### config.mk
export PLATFORM = sky130hd
export DESIGN_NAME = dialogue_rx
export DESIGN_NICKNAME = d
export VERILOG_FILES = /design/src/rtl/dialogue_rx_pkg.sv /design/src/rtl/dialogue_sync_qualify.sv /design/src/rtl/dialogue_rx.sv
export SDC_FILE = /design/constraint.sdc
export NUM_CORES = 1
export LEC_CHECK = 0
export ABC_AREA = 0
export CORE_MARGIN = 8
export CORE_UTILIZATION = 53
export DETAILED_ROUTE_END_ITERATION = 12
export PLACE_DENSITY_LB_ADDON = 0.25
export SLEW_MARGIN = 30
export SYNTH_ARGS = -nofsm -noshare
export SYNTH_HDL_FRONTEND = slang
export SYNTH_SLANG_ARGS = --single-unit
### constraint.sdc
create_clock -name clk -period 2.4 [get_ports clk]
set_input_delay 0.48 -clock clk [delete_from_list [all_inputs] [get_ports clk]]
set_output_delay 0.48 -clock clk [all_outputs]
set_load 0.1 [all_outputs]
### src/rtl/dialogue_rx_pkg.sv
// Dialogue code and glyph constants shared by the screen modules, plus the
// code-to-glyph decode used wherever an opponent's dialogue is drawn.
package dialogue_rx_pkg;

  localparam logic [3:0] DLG_SMILE  = 4'd0;
  localparam logic [3:0] DLG_ANGRY  = 4'd1;
  localparam logic [3:0] DLG_SLEEPY = 4'd2;
  localparam logic [3:0] DLG_SHINE  = 4'd3;
  localparam logic [3:0] DLG_LOVE   = 4'd4;
  localparam logic [3:0] DLG_SAD    = 4'd5;
  localparam logic [3:0] DLG_LIKE   = 4'd6;
  localparam logic [3:0] DLG_7      = 4'd7;
  localparam logic [3:0] DLG_NONE   = 4'd8;

  localparam logic [7:0] GRAPH_SMILE  = 8'h80;
  localparam logic [7:0] GRAPH_ANGRY  = 8'h81;
  localparam logic [7:0] GRAPH_SLEEPY = 8'h82;
  localparam logic [7:0] GRAPH_SHINE  = 8'h83;
  localparam logic [7:0] GRAPH_LOVE   = 8'h84;
  localparam logic [7:0] GRAPH_SAD    = 8'h85;
  localparam logic [7:0] GRAPH_LIKE   = 8'h86;
  localparam logic [7:0] GRAPH_DLG7   = 8'h87;
  localparam logic [7:0] FONT_NONE    = 8'h20;

  // Codes 9-15 carry no emoticon; only the MSB separates them from 0-7.
  function automatic logic is_emoticon(input logic [3:0] code);
    return !code[3];
  endfunction

  function automatic logic [7:0] dlg_glyph(input logic [3:0] code);
    logic [7:0] g;
    case (code)
      DLG_SMILE:  g = GRAPH_SMILE;
      DLG_ANGRY:  g = GRAPH_ANGRY;
      DLG_SLEEPY: g = GRAPH_SLEEPY;
      DLG_SHINE:  g = GRAPH_SHINE;
      DLG_LOVE:   g = GRAPH_LOVE;
      DLG_SAD:    g = GRAPH_SAD;
      DLG_LIKE:   g = GRAPH_LIKE;
      DLG_7:      g = GRAPH_DLG7;
      default:    g = FONT_NONE;
    endcase
    return g;
  endfunction

endpackage

### src/rtl/dialogue_sync_qualify.sv
// Synchronizes the raw inter-board code and raises a one-cycle accept once a
// new value has been seen for STABLE_CYCLES consecutive samples.
module dialogue_sync_qualify
  import dialogue_rx_pkg::*;
#(
  parameter int STABLE_CYCLES = 4
) (
  input  logic       clk_i,
  input  logic       rst_i,
  input  logic [3:0] dialogue_i,
  output logic       accept_o,
  output logic [3:0] accept_code_o
);

  localparam int CW = $clog2(STABLE_CYCLES + 1);
  localparam logic [CW-1:0] CNT_MAX = CW'(STABLE_CYCLES);

  logic [3:0]    meta_q, sync_q, last_q;
  logic [CW-1:0] cnt_q, cnt_d;
  logic          valid;

  // The counter holds how many samples the current sync value has been seen,
  // so it restarts at 1 on the edge where sync takes a new value.
  always_comb begin
    cnt_d = cnt_q;
    if (meta_q != sync_q) begin
      cnt_d = CW'(1);
    end else if (cnt_q != CNT_MAX) begin
      cnt_d = cnt_q + 1'b1;
    end
  end

  assign valid         = (cnt_q == CNT_MAX);
  assign accept_o      = valid && (sync_q != last_q);
  assign accept_code_o = sync_q;

  always_ff @(posedge clk_i or posedge rst_i) begin
    if (rst_i) begin
      meta_q <= DLG_NONE;
      sync_q <= DLG_NONE;
      last_q <= DLG_NONE;
      cnt_q  <= '0;
    end else begin
      meta_q <= dialogue_i;
      sync_q <= meta_q;
      cnt_q  <= cnt_d;
      if (accept_o) begin
        last_q <= sync_q;
      end
    end
  end

endmodule

### src/rtl/dialogue_rx.sv
// Receive side of the dialogue link: qualified code held for HOLD_TICKS ticks,
// glyph decode and one-cycle new-message pulse, STABLE_CYCLES+1 clks after input.
module dialogue_rx #(
  parameter int STABLE_CYCLES = 4,
  parameter int HOLD_TICKS    = 200
) (
  input  logic       clk,
  input  logic       rst,
  input  logic       tick,
  input  logic [3:0] dialogue_in,
  output logic [3:0] dialogue_code,
  output logic [7:0] dialogue_graph,
  output logic       new_msg
);
  import dialogue_rx_pkg::*;

  localparam logic [0:0] S_IDLE = 1'b0;
  localparam logic [0:0] S_SHOW = 1'b1;

  localparam int HW = $clog2(HOLD_TICKS + 1);
  localparam logic [HW-1:0] HOLD_LOAD = HW'(HOLD_TICKS);

  logic          accept;
  logic [3:0]    accept_code;
  logic [0:0]    state_q, state_d;
  logic [3:0]    code_q, code_d;
  logic [HW-1:0] hold_q, hold_d;
  logic          new_msg_q, new_msg_d;

  dialogue_sync_qualify #(
    .STABLE_CYCLES(STABLE_CYCLES)
  ) u_sq (
    .clk_i        (clk),
    .rst_i        (rst),
    .dialogue_i   (dialogue_in),
    .accept_o     (accept),
    .accept_code_o(accept_code)
  );

  // An emoticon accept outranks an expiring tick; non-emoticon accepts are
  // ignored so a released key does not blank the display early.
  always_comb begin
    state_d   = state_q;
    code_d    = code_q;
    hold_d    = hold_q;
    new_msg_d = 1'b0;
    if (accept && is_emoticon(accept_code)) begin
      state_d   = S_SHOW;
      code_d    = accept_code;
      hold_d    = HOLD_LOAD;
      new_msg_d = 1'b1;
    end else if (state_q == S_SHOW && tick) begin
      if (hold_q > HW'(1)) begin
        hold_d = hold_q - 1'b1;
      end else begin
        state_d = S_IDLE;
        code_d  = DLG_NONE;
        hold_d  = '0;
      end
    end
  end

  always_ff @(posedge clk or posedge rst) begin
    if (rst) begin
      state_q   <= S_IDLE;
      code_q    <= DLG_NONE;
      hold_q    <= '0;
      new_msg_q <= 1'b0;
    end else begin
      state_q   <= state_d;
      code_q    <= code_d;
      hold_q    <= hold_d;
      new_msg_q <= new_msg_d;
    end
  end

  assign dialogue_code  = code_q;
  assign dialogue_graph = dlg_glyph(code_q);
  assign new_msg        = new_msg_q;

endmodule

# After elaboration in Yosys (flattened, before gate mapping)
# Memory sizes are Yosys's and may differ from the RTL's.
# Index checks and enable logic that the tools add are counted.
# Widths: inputs -> output; s select.
[word_totals] regBits=29 mem_bits_ro=24 inputBits=7 mem_count=1
[classes] addsub=2 order_cmp=1 n_eq_ne=5 n_mux=13 n_reduce_logical=7
[memory_table] name="(no name shown)" words=8 width=3 read_ports=1 rd_clocked_by_memory_dff=0 wr=0 line="dialogue_rx_pkg.sv:32" rtl="case (code)"
[op_table] op="$mux 8" n=4
[op_table] op="$mux 4" n=3
[op_table] op="$gt 8x1->1 const B" n=1
[op_table] op="$ne 4x4->1" n=2
[op_table] op="$sub 8x1->8 const B" n=1
[op_table] op="$mux 3" n=2
[op_table] op="$mux 1" n=4
[op_table] op="$reduce_bool 2->1" n=2
[op_table] op="$add 3x1->3 const B" n=1
[op_table] op="$eq 3x3->1 const B" n=1
[op_table] op="$logic_and 1x1->1" n=3
[op_table] op="$ne 3x3->1 const B" n=1
[op_table] op="$ne 2x2->1 const B" n=1
[op_table] op="$reduce_and 2->1" n=1
[op_table] op="$logic_not 1->1" n=1

# Longest topological paths before layout
# Gate-level depths: netlist of run 1.
[logic_depth] word_depth=5 mapped_depth=7

# Cells and area by module
# A second synthesis of run 1 with hierarchy kept.
[hier_totals] cells_unflattened=125 hier_area_um2=1382.6
[modules_own_cells] module="dialogue_rx" n_inst=1 cells_per_inst=81 area_per_inst_um2=780.7
[modules_own_cells] module="dialogue_sync_qualify" n_inst=1 cells_per_inst=44 area_per_inst_um2=601.8

# Least setup slack after synthesis of run 1
# No wires, ideal clock.
[synth_path] path_type="register -> output" start="register code_q[1], in the netlist dialogue_code[1]" end="output port dialogue_graph[1]" arrival_time_ns=2.331 required_time_ns=1.920 setup_slack_ns=-0.411 stages_incl_launch_ff=3 path_buffers=0 path_cell_list="dfrtp_1 inv_1 nor2_1"
[synth_via] elab_chain_cells=2
[synth_rtl] item="start, declared" line="dialogue_rx.sv:26" rtl="logic [3:0] code_q, code_d;"
[synth_rtl] item="start signal, assigned" line="dialogue_rx.sv:71" rtl="code_q <= code_d;"
[synth_rtl] item="$mem_v2 8x3"
[synth_rtl] item="$mux 8" line="dialogue_rx_pkg.sv:32"
[synth_rtl] item="end, declared" line="dialogue_rx.sv:12" rtl="output logic [7:0] dialogue_graph,"
# Every way passes these cells.

# Worst setup path in the final report of run 1
[layout_path] start="register hold_q[0]" end="register hold_q[5]"
[layout_via] elab_chain_cells=4
[layout_rtl] item="start, declared" line="dialogue_rx.sv:27" rtl="logic [HW-1:0] hold_q, hold_d;"
[layout_rtl] item="start signal, assigned" line="dialogue_rx.sv:72" rtl="hold_q <= hold_d;"
[layout_rtl] item="$sub 8x1->8 or $gt 8x1->1 (tied branches)" line="dialogue_rx.sv:54, dialogue_rx.sv:53"
[layout_rtl] item="$mux 8 (*)" line="dialogue_rx.sv:53" rtl="if (hold_q > HW'(1)) begin"
[layout_rtl] item="$mux 8 (*)" line="dialogue_rx.sv:52" rtl="end else if (state_q == S_SHOW && tick) begin"
[layout_rtl] item="$mux 8 (*)" line="dialogue_rx.sv:47" rtl="if (accept && is_emoticon(accept_code)) begin"
# Mark *: on every way between the ends. The rest lies on a longest branch, timed or not. The select of a mux whose other input is x is not followed.
# A chain may end at the register's enable or synchronous reset.

==> summary.md, run 1 <==
| Metric | Value |
|---|---|
| Remaining DRCs | 0 |
| Sink of the worst hold path | u_sq.accept_code_o[3] |
| Count of cell types in the netlist | 34 |
| Worst Reg-to-Reg Cells | 6 |
| Total gr overflow | 0 |
| Synth warnings | 0 |
| Commonest non-fill, non-tap cell in the layout | dfrtp_1 |
| TritonCTS Buffers | 5 |
| Area Growth Syn to Fin | 16.3% |
| Most frequent cells in the layout | dfrtp_1, nand2_1, buf_4, inv_1, nor2_1 |
| Die footprint | 4470 um^2 |
| Via count | 969 |
| Initial DRC count | 34 |
| Reg-to-Reg End | hold_q[5] |
| Flops & latches, synth | 29 |
| Total Nets Final | 161 |
| Critical Path Fanout Max | 9 |
| RSZ-0062 raised after global routing | no |
| WL per Instance | 13.3 um |
| Hold Crit Start | u_sq.meta_q[3] |
| Total power | 0.000960 W |
| Element type at the critical path end | flop |
| Seq/Total Area, Yosys | 53.3% |
| Die height | 66.8 um |
| Syn avg cell area | 10.7 um^2 |
| CTS sink cnt | 29 |
| Clock tree buffer depth | 2 |
| Routability cong. | 0.814 |
| Initial antenna violation count | 0 |
| Startpoint types | flop |
| CTS tree | yes |
| Clock Latency Late Sink | 0.33 ns |
| IO Count | 20 |
| Die W | 66.8 um |
| Max Clk Rate | 0.541 GHz |
| Via density | 5.38 |
| Vias in the first global route | 994 |
| Outcome | finished clean |
| Fraction of layout cells with a size suffix above 1 | 25.3% |
| Setup Total Neg Slack | 0 ns |
| CTS resizes | 0 |
| Crit Path Class | flop to flop |
| Largest net degree at the start of global routing | 30 |
| Ant. Diodes | 0 |
| Final setup viols | 0 |
| CTS Hold Buffers Added | 0 |
| Crit path arrival time | 2.10 ns |
| Total of max-cap violations | 0 |
| Reg2reg setup slack | 0.55 ns |
| DP HPWL | 1.81 mm |
| Critical Path RT | 2.65 ns |
| H-tree levels | 2 |
| Row Count | 18 |
| I/O Buffers | 16 |
| Clk_skew | 0.00743 ns |
| Layout fillers | 204 |
| Max Slew Vio Count | 0 |
| Total global-route track usage | 12.6% |
| Final Cycle Share | 77.0% |
| Antenna-violating nets left | 0 |
| Clock-pin slew on the worst setup and hold paths | 0.08 ns |
| VDD IR max | 0.492 mV |
| First-pass GRT wire length | 4.17 mm |
| Footprint of the multi-input gates | 578 um^2 |
| Post-CTS setup repair buffer count | 0 |
| Root buffer cell | clkbuf_4 |
| Initial Util | 55.8% |
| R2R Path Start | hold_q[0] |
| Storage cell area | 731 um^2 |
| Final min period | 1.85 ns |
| Leak | 0.735 nW |
| Worst hold path depth | 0 |
| Power Dens Cells | 603 nW/um^2 |
| Synth Cell Area | 1370 um^2 |
| CORE AREA | 2450 um^2 |
| Final Hold Vio Count | 0 |
| Worst min-delay path class | flop to flop |
| Routed wire length | 2.40 mm |
| DRT Pass-1 Iters | 3 |
| Cell count after synthesis | 128 |
==> through the flow <==
| step | hold WS [ns] | setup WS (ns) | cells | utilization, % | area, um^2 |
|---|---|---|---|---|---|
| 2_1_floorplan | 0.361 | 0.0226 | 130 | - | 1390 |
| 3_3_place_gp | 0.363 | 0.363 | 173 | 62.6 | 1540 |
| 3_5_place_dp | 0.370 | 0.282 | 173 | 62.6 | 1540 |
| 4_1_cts | 0.382 | 0.544 | 180 | 64.9 | 1590 |
| 5_1_grt | 0.387 | 0.443 | 180 | 64.9 | 1590 |
| 6_report | 0.380 | 0.552 | 180 | 64.9 | 1590 |
==> Yosys cell counts <==
library cell / instances / area (um^2)
a211o_1: 1 / 8.76
a21boi_0: 1 / 7.51
a21o_1: 1 / 7.51
a21oi_1: 6 / 30.0
a311o_1: 1 / 10.0
a31oi_1: 1 / 6.26
a41oi_1: 1 / 8.76
a41oi_2: 1 / 16.3
and2_1: 1 / 6.26
and2_2: 1 / 7.51
buf_2: 1 / 5.00
buf_4: 4 / 30.0
conb_1: 1 / 3.75
dfrtp_1: 25 / 626
dfstp_2: 4 / 105
ha_1: 4 / 50.1
inv_1: 11 / 41.3
mux2_2: 4 / 45.0
nand2_1: 12 / 45.0
nand2b_1: 1 / 6.26
nand3_1: 3 / 15.0
nand3b_1: 1 / 7.51
nand4_1: 2 / 12.5
nor2_1: 13 / 48.8
nor3_1: 4 / 20.0
nor4_1: 1 / 6.26
nor4b_4: 1 / 23.8
o2111ai_1: 1 / 8.76
o21ai_0: 2 / 10.0
o31ai_1: 3 / 22.5
or3_2: 4 / 30.0
or3_4: 1 / 11.3
or4_2: 1 / 8.76
xnor2_1: 9 / 78.8
==> power breakdown <==
part           switching (W)  internal (W)  leakage (nW)  total [W]
Clock               0.000157      0.000138        0.0314   0.000295
Sequential         0.0000212      0.000511         0.351   0.000532
Combinational      0.0000868     0.0000462         0.353   0.000133
==> how the worst max path moves through the flow <==
stage                           startpoint           endpoint  slack (ns)  depth (start not counted)
after global placement                tick          hold_q[5]        0.36                          5
after global routing             hold_q[0]          hold_q[5]        0.44                          6
after CTS                        hold_q[0]          hold_q[5]        0.54                          6
final                            hold_q[0]          hold_q[5]        0.55                          6
after detailed placement              tick          hold_q[5]        0.28                          5
after floorplan           dialogue_code[1]  dialogue_graph[1]        0.02                          2
==> kinds of logic after synthesis <==
logic type | after synthesis | share of synthesized area (%)
simple gates | 46 | 18.2
mux | 4 | 3.29
flops | 29 | 53.3
xor+xnor | 9 | 5.75
fa+ha+maj | 4 | 3.65
buf+inv | 16 | 5.57
other cells | 1 | 0.274
compound gates | 19 | 9.96
==> layer usage <==
metal	GRT usage [%]	up-vias	wire length (um)
li1	-	475	-
met3	6.88	7	211
met1	13.7	462	1080
met2	18.8	25	1050
met4	7.73	0	61
met5	0	-	0
==> area by class of cell <==
cell class,instances,area share (%)
multi-input cells,85,36.3
repair buffers,18,9.43
clock buffers,7,3.46
inverters,11,2.59
well taps,30,2.36
flip-flops and latches,29,45.9
==> worst max-delay path, stage by stage (launching register included) <==
cell,delay (ns)
dfrtp_1,0.43
inv_1,0.07
ha_1,0.23
nor2_1,0.20
nor4b_4,0.11
or4_2,0.61
a21oi_1,0.14
==> sequential cells by signal, indices dropped and copies added, names as in the netlist <==
signal and flops:
dialogue_code 4, hold_q 8, new_msg 1, state_q 1, u_sq.accept_code_o 4, u_sq.cnt_q 3, u_sq.last_q 4, u_sq.meta_q 4
(Power assumes the default switching activity.)
==> run 2: changes to the inputs <==
CORE_UTILIZATION = 47   (was 53)
clock period = 1.48 ns   (was 2.4 ns; I/O delays follow)
==> summary.md, run 2 (synthesis results as in run 1) <==
| Metric | Value |
|---|---|
| Root buffer cell | clkbuf_4 (unchanged) |
| Largest register FFs | 8 (unchanged) |
| Initial DRC count | 33 (was 34) |
| Total of max-cap violations | 0 (unchanged) |
| Failing checks | negative setup slack |
| Fraction of layout cells with a size suffix above 1 | 53.8% (was 25.3%) |
| Total power | 0.00210 W (was 0.000960 W) |
| CP peak stage delay | 0.41 ns (was 0.61 ns) |
| Antenna-violating nets left | 0 (unchanged) |
| Fin area | 2230 um^2 (was 1590 um^2) |
| DP HPWL | 2.13 mm (was 1.81 mm) |
| Final Hold Vio Count | 0 (unchanged) |
| Row Count | 19 (was 18) |
| Element type at the critical path end | flop (unchanged) |
| Final setup viols | 19 (was 0) |
| Layout fillers | 169 (was 204) |
| Commonest non-fill, non-tap cell in the layout | buf_4 (was dfrtp_1) |
| Area Growth Syn to Fin | 62.6% (was 16.3%) |
| RSZ-0062 raised after global routing | yes (was no) |
| Max Clk Rate | 0.569 GHz (was 0.541 GHz) |
| I/O Buffers | 16 (unchanged) |
| Crit path arrival time | 1.98 ns (was 2.10 ns) |
| CP cell instances | or3_4 > nor4b_4 > buf_4 > buf_6 > nor2_2 > a311o_1 (was inv_1 > ha_1 > nor2_1 > nor4b_4 > or4_2 > a21oi_1) |
| Final min period | 1.76 ns (was 1.85 ns) |
| Hold WS | 0.280 ns (was 0.380 ns) |
| Via count | 1134 (was 969) |
| CTS sink cnt | 29 (unchanged) |
| VDD IR max | 1.07 mV (was 0.492 mV) |
| Cell Area, Placed | 1900 um^2 (was 1540 um^2) |
| Largest Register | hold_q (unchanged) |
| Initial Util | 49.7% (was 55.8%) |
| Vias in the first global route | 1229 (was 994) |
| CORE AREA | 2760 um^2 (was 2450 um^2) |
| Slowest library cell on the worst path | or3_4 (was or4_2) |
| Critical Path Fanout Max | 2 (was 9) |
| Final Cycle Share | 119% (was 77.0%) |
| Routability cong. | 0.832 (was 0.814) |
| Total Nets Final | 196 (was 161) |
| Clock-pin slew on the worst setup and hold paths | 0.09 ns (was 0.08 ns) |
| Crit path buffers/inverters | 2 (was 1) |
| Outcome | complete, but fails checks (was finished clean) |
| Die footprint | 4900 um^2 (was 4470 um^2) |
| Remaining DRCs | 0 (unchanged) |
| Crit Path Class | flop to flop (unchanged) |
| Routed wire length | 3.29 mm (was 2.40 mm) |
| Startpoint types | flop (unchanged) |
| Ant. Diodes | 0 (unchanged) |
| Clock Latency Late Sink | 0.33 ns (about the same) |
| Worst min-delay path class | primary input to asynchronous set/reset pin (was flop to flop) |
| Worst setup startpoint | hold_q[5] (was hold_q[0]) |
| DRT Pass-1 Iters | 4 (was 3) |
| Most frequent cells in the layout | buf_4, dfrtp_1, buf_12, nand2_1, xnor2_1 (was dfrtp_1, nand2_1, buf_4, inv_1, nor2_1) |
| Die W | 70.0 um (was 66.8 um) |
| Initial antenna violation count | 0 (unchanged) |
| Total gr overflow | 0 (unchanged) |
| Clock tree buffer depth | 2 (unchanged) |
| Critical Path RT | 1.71 ns (was 2.65 ns) |
| Leak | 1.00 nW (was 0.735 nW) |
| Total global-route track usage | 13.6% (was 12.6%) |
| R2R Path Start | hold_q[5] (was hold_q[0]) |
| Max Slew Vio Count | 0 (unchanged) |
| Power Dens Cells | 942 nW/um^2 (was 603 nW/um^2) |
| Via density | 5.23 (was 5.38) |
| CTS tree | yes (unchanged) |
| Largest net degree at the start of global routing | 30 (unchanged) |
| Crit path max-delay family | simple AND/OR/NAND/NOR gates (unchanged) |
| Die height | 70.0 um (was 66.8 um) |
| Fin util | 80.8% (was 64.9%) |
| WL per Instance | 15.2 um (was 13.3 um) |
| Final WS setup | -0.279 ns (was 0.552 ns) |
| Clk_skew | 0.00537 ns (was 0.00743 ns) |
| First-pass GRT wire length | 5.46 mm (was 4.17 mm) |
| IO Count | 20 (unchanged) |
| H-tree levels | 2 (unchanged) |
| TritonCTS Buffers | 5 (unchanged) |
| Pre-CTS WS | -0.338 ns (was 0.282 ns) |
run 2: cell count changes in the layout (fill, tap and decap cells not counted), sizes merged:
cell      before  now
inv           11   10
clkbuf         7    5
bufinv         0    2
clkinv         0    1
buf           12   47
clkinvlp       0    1
run 2: per-layer routing:
layer	vias to the layer above	part of all wire, %	track usage [%]
met2	22	53	23.9
met1	553	40	13.4
met5	-	0	0
met3	9	4.7	6.21
met4	0	2.2	6.03
li1	550	-	-
run 2: report_power, final:
group	leakage, nW	internal [W]	switching [W]
Clock	0.0552	0.000523	0.000292
Sequential	0.351	0.000829	0.0000270
Combinational	0.594	0.000214	0.000215
run 2: through the flow:
| stage | std cells | TNS (ns) |
|---|---|---|
| 2_1_floorplan | 130 | -1.19 |
| 3_3_place_gp | 195 | -1.97 |
| 3_5_place_dp | 195 | -2.36 |
| 4_1_cts | 213 | -2.33 |
| 5_1_grt | 217 | -3.96 |
| 6_report | 217 | -2.98 |
run 2: final timing paths:
path	endpoint	slack, ns	cells past startpoint
min in group clk	u_sq.meta_q[3]	0.36	1
min reg2reg	u_sq.accept_code_o[3]	0.38	0
max	hold_q[6]	-0.28	6
max in group asynchronous	u_sq.last_q[3]	0.96	3
min	hold_q[0]	0.28	3
max reg2reg	hold_q[6]	-0.28	6
run 2: worst min-delay path, cell delays in order:
cell,delay (ns)
clkdlybuf4s50_1,0.39
inv_1,0.09
buf_12,0.20
run 2: area by class of cell:
type	instances	area, um^2	area share, %
clock buffers	5	37.5	1.68
flip-flops and latches	29	741	33.2
well taps	31	38.8	1.74
repair buffers	53	598	26.8
inverters	11	45.0	2.02
clock inverters	3	65.1	2.92
multi-input cells	85	703	31.6
run 2: repair_timing:
action | 4_1_cts | 5_1_grt
resized for setup | 24 | 6
endpoints found under the setup margin | 21 | 21
pin swaps | 12 | 7
hold buffers | 0 | 0
setup buffers | 10 | 4
cloned | 0 | 0
